### src/rtl/nibble_sub_seq_pkg.sv
// Shared types and constants for the nibble-serial subtractor sequencer.
package nibble_sub_seq_pkg;

   localparam int unsigned NIBBLE_W = 4;
   localparam int unsigned STATE_W  = 2;

   typedef enum logic [STATE_W-1:0] {
      IDLE = 2'd0,
      RUN  = 2'd1,
      DONE = 2'd2
   } state_t;

endpackage

### src/rtl/nibble_sub_flags.sv
// Registered zero/neg/signed-overflow flags for the subtractor result.
// Only instantiated when NIBBLE_SUB_FLAGS_EN is defined.
module nibble_sub_flags
   import nibble_sub_seq_pkg::*;
#(
   parameter int unsigned W = 16
) (
   input  logic         i_clk,
   input  logic         i_rst_n,
   input  logic         i_load,
   input  logic [W-1:0] i_diff,
   input  logic         i_opa_msb,
   input  logic         i_opb_msb,
   output logic         o_zero,
   output logic         o_neg,
   output logic         o_ovf
);

   logic w_zero;
   logic w_neg;
   logic w_ovf;

   assign w_zero = (i_diff == '0);
   assign w_neg  = i_diff[W-1];
   // Signed overflow of opa-opb: operand signs differ and result sign flipped from opa.
   assign w_ovf  = (i_opa_msb != i_opb_msb) && (i_diff[W-1] != i_opa_msb);

   always_ff @(posedge i_clk or negedge i_rst_n) begin
      if (!i_rst_n) begin
         o_zero <= 1'b0;
         o_neg  <= 1'b0;
         o_ovf  <= 1'b0;
      end else if (i_load) begin
         o_zero <= w_zero;
         o_neg  <= w_neg;
         o_ovf  <= w_ovf;
      end
   end

endmodule

### src/rtl/nibble_sub_seq.sv
// Nibble-serial multi-word subtractor driving an external 4-bit subtractor.
// Optional result flags enabled with macro NIBBLE_SUB_FLAGS_EN (tied to 0 otherwise).
module nibble_sub_seq
   import nibble_sub_seq_pkg::*;
#(
   parameter int unsigned NIBBLES = 4
) (
   input  logic                          clk,
   input  logic                          rst_n,
   input  logic                          start,
   input  logic [NIBBLE_W*NIBBLES-1:0]   opa,
   input  logic [NIBBLE_W*NIBBLES-1:0]   opb,
   input  logic                          bin_init,
   output logic [NIBBLE_W-1:0]           sub_a,
   output logic [NIBBLE_W-1:0]           sub_b,
   output logic                          sub_bin,
   input  logic [NIBBLE_W-1:0]           sub_d,
   input  logic                          sub_bout,
   output logic [NIBBLE_W*NIBBLES-1:0]   diff,
   output logic                          bout,
   output logic                          zero,
   output logic                          neg,
   output logic                          ovf,
   output logic                          busy,
   output logic                          done
);

   localparam int unsigned W     = NIBBLE_W * NIBBLES;
   localparam int unsigned IDX_W = (NIBBLES > 1) ? $clog2(NIBBLES) : 1;
   localparam logic [IDX_W-1:0] LAST_IDX = IDX_W'(NIBBLES - 1);

   state_t           r_state;
   state_t           w_next;
   logic [W-1:0]     r_opa;
   logic [W-1:0]     r_opb;
   logic [W-1:0]     r_diff;
   logic [IDX_W-1:0] r_idx;
   logic             r_borrow;
   logic             r_bout;
   logic             r_busy;
   logic             r_done;
   logic             w_last;
   logic             w_flag_load;

   assign w_last      = (r_idx == LAST_IDX);
   assign w_flag_load = (r_state == DONE);

   always_ff @(posedge clk or negedge rst_n) begin
      if (!rst_n) begin
         r_state <= IDLE;
      end else begin
         r_state <= w_next;
      end
   end

   always_comb begin
      w_next = r_state;
      case (r_state)
         IDLE:    if (start) w_next = RUN;
         RUN:     if (w_last) w_next = DONE;
         DONE:    w_next = IDLE;
         default: w_next = IDLE;
      endcase
   end

   always_ff @(posedge clk or negedge rst_n) begin
      if (!rst_n) begin
         r_opa    <= '0;
         r_opb    <= '0;
         r_diff   <= '0;
         r_idx    <= '0;
         r_borrow <= 1'b0;
         r_bout   <= 1'b0;
         r_busy   <= 1'b0;
         r_done   <= 1'b0;
      end else begin
         r_done <= 1'b0;
         case (r_state)
            IDLE: begin
               if (start) begin
                  r_opa    <= opa;
                  r_opb    <= opb;
                  r_borrow <= bin_init;
                  r_idx    <= '0;
                  r_busy   <= 1'b1;
               end
            end
            RUN: begin
               r_diff[r_idx*NIBBLE_W +: NIBBLE_W] <= sub_d;
               r_borrow                           <= sub_bout;
               if (w_last) begin
                  r_bout <= sub_bout;
               end else begin
                  r_idx <= r_idx + 1'b1;
               end
            end
            DONE: begin
               r_done <= 1'b1;
               r_busy <= 1'b0;
            end
            default: ;
         endcase
      end
   end

   // Subtractor operands come straight from registers; idle/done states drive zeros.
   always_comb begin
      sub_a   = '0;
      sub_b   = '0;
      sub_bin = 1'b0;
      if (r_state == RUN) begin
         sub_a   = r_opa[r_idx*NIBBLE_W +: NIBBLE_W];
         sub_b   = r_opb[r_idx*NIBBLE_W +: NIBBLE_W];
         sub_bin = r_borrow;
      end
   end

   assign diff = r_diff;
   assign bout = r_bout;
   assign busy = r_busy;
   assign done = r_done;

`ifdef NIBBLE_SUB_FLAGS_EN
   nibble_sub_flags #(
      .W (W)
   ) u_flags (
      .i_clk     (clk),
      .i_rst_n   (rst_n),
      .i_load    (w_flag_load),
      .i_diff    (r_diff),
      .i_opa_msb (r_opa[W-1]),
      .i_opb_msb (r_opb[W-1]),
      .o_zero    (zero),
      .o_neg     (neg),
      .o_ovf     (ovf)
   );
`else
   assign zero = 1'b0;
   assign neg  = 1'b0;
   assign ovf  = 1'b0;
`endif

endmodule

### config.mk
export PLATFORM = sky130hd
export DESIGN_NAME = nibble_sub_seq
export DESIGN_NICKNAME = d
export VERILOG_FILES = /design/src/rtl/nibble_sub_seq_pkg.sv /design/src/rtl/nibble_sub_flags.sv /design/src/rtl/nibble_sub_seq.sv
export SDC_FILE = /design/constraint.sdc
export NUM_CORES = 1
export LEC_CHECK = 0
export ABC_AREA = 0
export ABC_CLOCK_PERIOD_IN_PS = 2280
export BUFFER_PORTS_ARGS = -buffer_cell sky130_fd_sc_hd__buf_2
export CELL_PAD_IN_SITES_DETAIL_PLACEMENT = 0
export CELL_PAD_IN_SITES_GLOBAL_PLACEMENT = 1
export CORE_MARGIN = 5
export CORE_UTILIZATION = 35
export DETAILED_ROUTE_END_ITERATION = 6
export GPL_TIMING_DRIVEN = 0
export PLACE_DENSITY_LB_ADDON = 0.1
export SLEW_MARGIN = 10
export SYNTH_ARGS = -nofsm -noshare
export SYNTH_HDL_FRONTEND = slang
export SYNTH_SLANG_ARGS = --single-unit
### constraint.sdc
create_clock -name clk -period 2.28 [get_ports clk]
set_clock_uncertainty 0.15 [all_clocks]
set_input_delay 0.456 -clock clk [delete_from_list [all_inputs] [get_ports clk]]
set_output_delay 0.456 -clock clk [all_outputs]
set_load 0.005 [all_outputs]
# Word level (Yosys, flattened, before mapping)
# Index checks and enable logic that the tools add are counted.
# totals
ramBits,0
in_bits,41
ff_bits,56
romBits,0
wordCells,45
latchBits,0
memories,0
# classes
order_cmp,0
reduce_logical,9
n_div,0
bitwise,0
eq_ne,6
shifts,4
addsub,2
n_mul,0
mux,15
# ops
op,count
4-bit negator with 34-bit output,1
"4-bit by 34-bit variable shift with 16-bit output, first input constant",1
4-bit by 34-bit indexed part select with 16-bit output,1
16-bit by 5-bit indexed part select with 4-bit output,2
16-bit bitwise mux,1
2-bit AND reduction,5
2-bit two-way mux,4
4-bit two-way mux,2
2-bit case mux with 2 select lines,2
"2-bit != test, second input constant",3
"2-bit equality test, second input constant",2
1-bit two-way mux,4
1-bit case mux with 2 select lines,2
2-bit nonzero test,2
3-bit AND reduction,1
"2-bit by 1-bit adder with 2-bit output, second input constant",1
"2-bit by 1-bit equality test with 1-bit output, second input constant",1
2-bit zero test,1

# Depth between registers and ports, before layout
# logic_depth
ltp_word,3
mapped_depth,6

# Least setup slack after synthesis
# OpenSTA, ideal clock, no wires.
# synth_timing
path_type,reg2out
startpoint,register r_idx[0]
endpoint,output sub_a[1]
path_slack_ns,0.335
t_required_ns,1.674
t_arrival_ns,1.339
stages_incl_launch_ff,4
cell_sequence,dfrtp_1 > buf_6 > mux4_1 > nor2b_4
# synth_via
elab_chain_cells,2
# synth_rtl
element,line_no,source
start: declaration,nibble_sub_seq.sv:37,logic [IDX_W-1:0] r_idx;
start signal: assignment,nibble_sub_seq.sv:94,r_idx <= r_idx + 1'b1;
16-bit by 5-bit indexed part select with 4-bit output,nibble_sub_seq.sv:112,sub_a = r_opa[r_idx*NIBBLE_W +: NIBBLE_W];
4-bit two-way mux,nibble_sub_seq.sv:111,if (r_state == RUN) begin
end: declaration,nibble_sub_seq.sv:14,"output logic [NIBBLE_W-1:0] sub_a,"
# Every way passes these cells.

# Final worst setup path
# layout_timing
startpoint,register r_idx[0]
endpoint,output sub_a[3]
# Same word-level chain as after synthesis.

==> flow_metrics.py <==
metrics = {
    "grt": {
        "grt_pass1_vias": 1825,
        "antenna_found_initial": 0,
        "grt_usage_pct": 12.29,
        "grt_start_max_net_pins": 57,
        "grt_remaining_overflow": 0,
        "grt_pass1_wl_um": 8645,
    },
    "clocking": {
        "insertion_delay_ps": 300,
        "clockBufferDepth": 2,
        "root_buffer": "clkbuf_8",
        "clk_pin_slew_worst_paths_ps": 90,
        "cts_tree": "built",
        "htreeDepth": 2,
        "cts.sinks": 56,
        "cts_buffers": 5,
    },
    "floorplanning": {
        "fp.dieH_um": 96.44,
        "die_area_sq_um": 9300,
        "ioPinCount": 72,
        "core_sq_um": 7253,
        "row_count": 31,
        "fp.dieW_um": 96.44,
        "start_util_pct": 36.05,
    },
    "placed_design": {
        "gp_congestion": 0.7011,
        "dp_hpwl_um": 3884,
        "placed_area_sq_um": 3089,
        "io_buffers": 68,
    },
    "logic_synthesis": {
        "yosysSeqAreaShare_pct": 53.59,
        "synth_top_flop_cell": "dfrtp_1",
        "postSynthCellCount": 184,
        "synth_enable_flop_cells": 0,
        "synth-async-reset-ratio_pct": 100.0,
        "ys_types": 29,
        "yosysWarnings": 0,
        "yosysMostFrequentCell": "dfrtp_1",
        "synthTopCellsByArea": "dfrtp_1 54%, mux2_2 13%, mux4_1 4.0%",
        "synthDominantAreaCellType": "dfrtp_1",
        "synth_top_area_share_pct": 53.59,
        "ys_top_cells_by_count": "56 x dfrtp_1, 31 x mux2_2, 16 x nand2_1",
        "avgSynthCellArea_sq_um": 14.21,
        "synth-seq-cells": 56,
        "netlist_area_sq_um": 2615,
    },
    "layout": {
        "drive_above_1_share_pct": 51.89,
        "postLayoutCellArea_sq_um": 3201,
        "diodes": 0,
        "utilization_pct": 44.13,
        "syn_to_final_growth_pct": 22.39,
        "nets": 311,
    },
    "routing": {
        "antenna_left": 0,
        "route.detailed.drc": 0,
        "firstDrtPassIters": 4,
        "viasPerCell": 4.620,
        "drt_iter0_drc": 27,
        "vias": 1677,
        "wl_um": 5319,
        "routedWlPerCell_um": 14.65,
    },
    "pwr": {
        "power_leakage_nw": 1.514,
        "vdd_drop_max_mv": 0.5263,
        "power-per-cell-area_nw_per_um2": 1316,
    },
    "timing": {
        "holdWs_ps": 41.88,
        "finalHoldViolCount": 0,
        "tightest_slew_ps": 702.8,
        "drv_slew": 0,
        "max-slew-margin-rel_pct": 53.14,
        "period_minus_slack_ps": 2240,
        "clock.fmax_mhz": 446.5,
        "finalSetupViolCount": 0,
        "fin_crit_sh_pct": 98.23,
        "rsz0062_at_grt": "yes",
    },
    "worst_setup_path": {
        "r2r-end": "diff[2]",
        "max_stage_delay_ps": 510,
        "r2r_slack_ps": 220,
        "reg2reg_depth": 7,
        "reg2reg_from": "r_idx[0]",
        "worstSetupPathType": "reg -> out",
        "worstPathRequired_ps": 1670,
        "arrival_ps": 1630,
        "slowest_stage": "mux4_2",
        "critPathCaptureType": "output pin",
        "crit_fanout": 5,
        "start_kind": "register",
        "path_cells": "buf_6 > mux4_2 > nor2b_4 > buf_2",
    },
    "worst_hold_path": {
        "hp-class": "in -> async",
    },
    "status": {
        "status": "finished, final reports clean",
    },
    "job": {
        "drv_cap": 0,
    },
}
## kinds of logic after synthesis
| family | after synthesis | synth area share (%) |
|---|---|---|
| flops | 56 | 53.59 |
| buf+inv | 15 | 4.066 |
| simple gates | 43 | 11.87 |
| compound gates | 21 | 5.407 |
| mux | 42 | 22.06 |
| fa+ha+maj | 6 | 2.871 |
| other cells | 1 | 0.1434 |
## area by class of cell
type / count / area [sq um]
Buffer: 10 / 100.1
Clock buffer: 6 / 72.57
Clock inverter: 1 / 5.005
Fill cell: 690 / 4053
Inverter: 5 / 18.77
Multi-Input combinational cell: 115 / 1107
Sequential cell: 56 / 1404
Tap cell: 99 / 123.9
Timing Repair Buffer: 71 / 369.1
## placed cells by master (no fill, tap or decap), types with 2 or more instances in the layout
cell type  netlist  layout
buf_6            5       5
buf_4            3       6
clkbuf_8         0       5
dfrtp_2          0       2
nand3b_1         3       3
dfrtp_1         56      54
nor2b_1          9       8
inv_1            4       4
conb_1           1       3
a22o_1           8       8
ha_1             6       6
buf_2            1      68
mux4_2           4       8
nor2_1           6       6
o21ai_0         10      10
nand2b_1         2       2
mux2_1           2       2
nor4b_4          3       3
nand2_1         16      16
nor2b_4          1       2
mux2_2          31      31
## registers in the layout, indices dropped and copies added, names as in the netlist
register,cells
r_opb,16
diff,16
r_idx,2
done,1
busy,1
r_state,2
bout,1
r_borrow,1
r_opa,16
## power by group
group | total [W] | leakage, nW | switching, W | internal [W]
Clock | 0.000514 | 0.0410 | 0.000304 | 0.000210
Combinational | 0.00201 | 0.783 | 0.000848 | 0.00116
Sequential | 0.00169 | 0.689 | 0.000238 | 0.00145
## layer usage
layer	vias up	GRT usage, %	routed length, um
li1	801	-	-
met1	824	14.76	2288
met2	46	21.05	2645
met3	6	3.796	321
met4	0	3.855	64
met5	-	0	0
## through the flow
stage	worst slack (ps)	TNS [ps]	instances	power, W
2_1_floorplan	335.4	0	186	0.003052
3_3_place_gp	-72.85	-408.6	353	0.003625
3_5_place_dp	-80.64	-421.9	353	0.003649
4_1_cts	-50.06	-159.0	362	0.004216
5_1_grt	-48.03	-181.7	363	0.004564
6_report	40.28	0	363	0.004212
## worst max-delay path by stage
stage	from	end	slack, ps	depth (start not counted)
2_1_floorplan	r_idx[0]	sub_a[1]	340	3
3_3_place_gp	r_idx[1]	diff[8]	-70	6
3_5_place_dp	r_idx[1]	diff[9]	-80	6
4_1_cts	r_idx[0]	sub_a[1]	-50	4
5_1_grt	r_idx[0]	sub_a[3]	-50	4
6_report	r_idx[0]	sub_a[3]	40	4
## worst max-delay path, delay by kind of cell, from the launching register on
kind	cells	cell delay, ps
flip-flops	1	420
multiplexers	1	510
buffers and inverters	2	280
AND/OR/NAND/NOR	1	140
## what timing repair did
| item | in CTS | in global routing |
|---|---|---|
| resized for setup | 3 | 11 |
| buffers inserted | 2 | 1 |
| hold buffers | 0 | 0 |
| setup endpoints to repair | 24 | 10 |
| endpoints found under the hold margin | 0 | 0 |
Power figures use the tool's default switching activity.
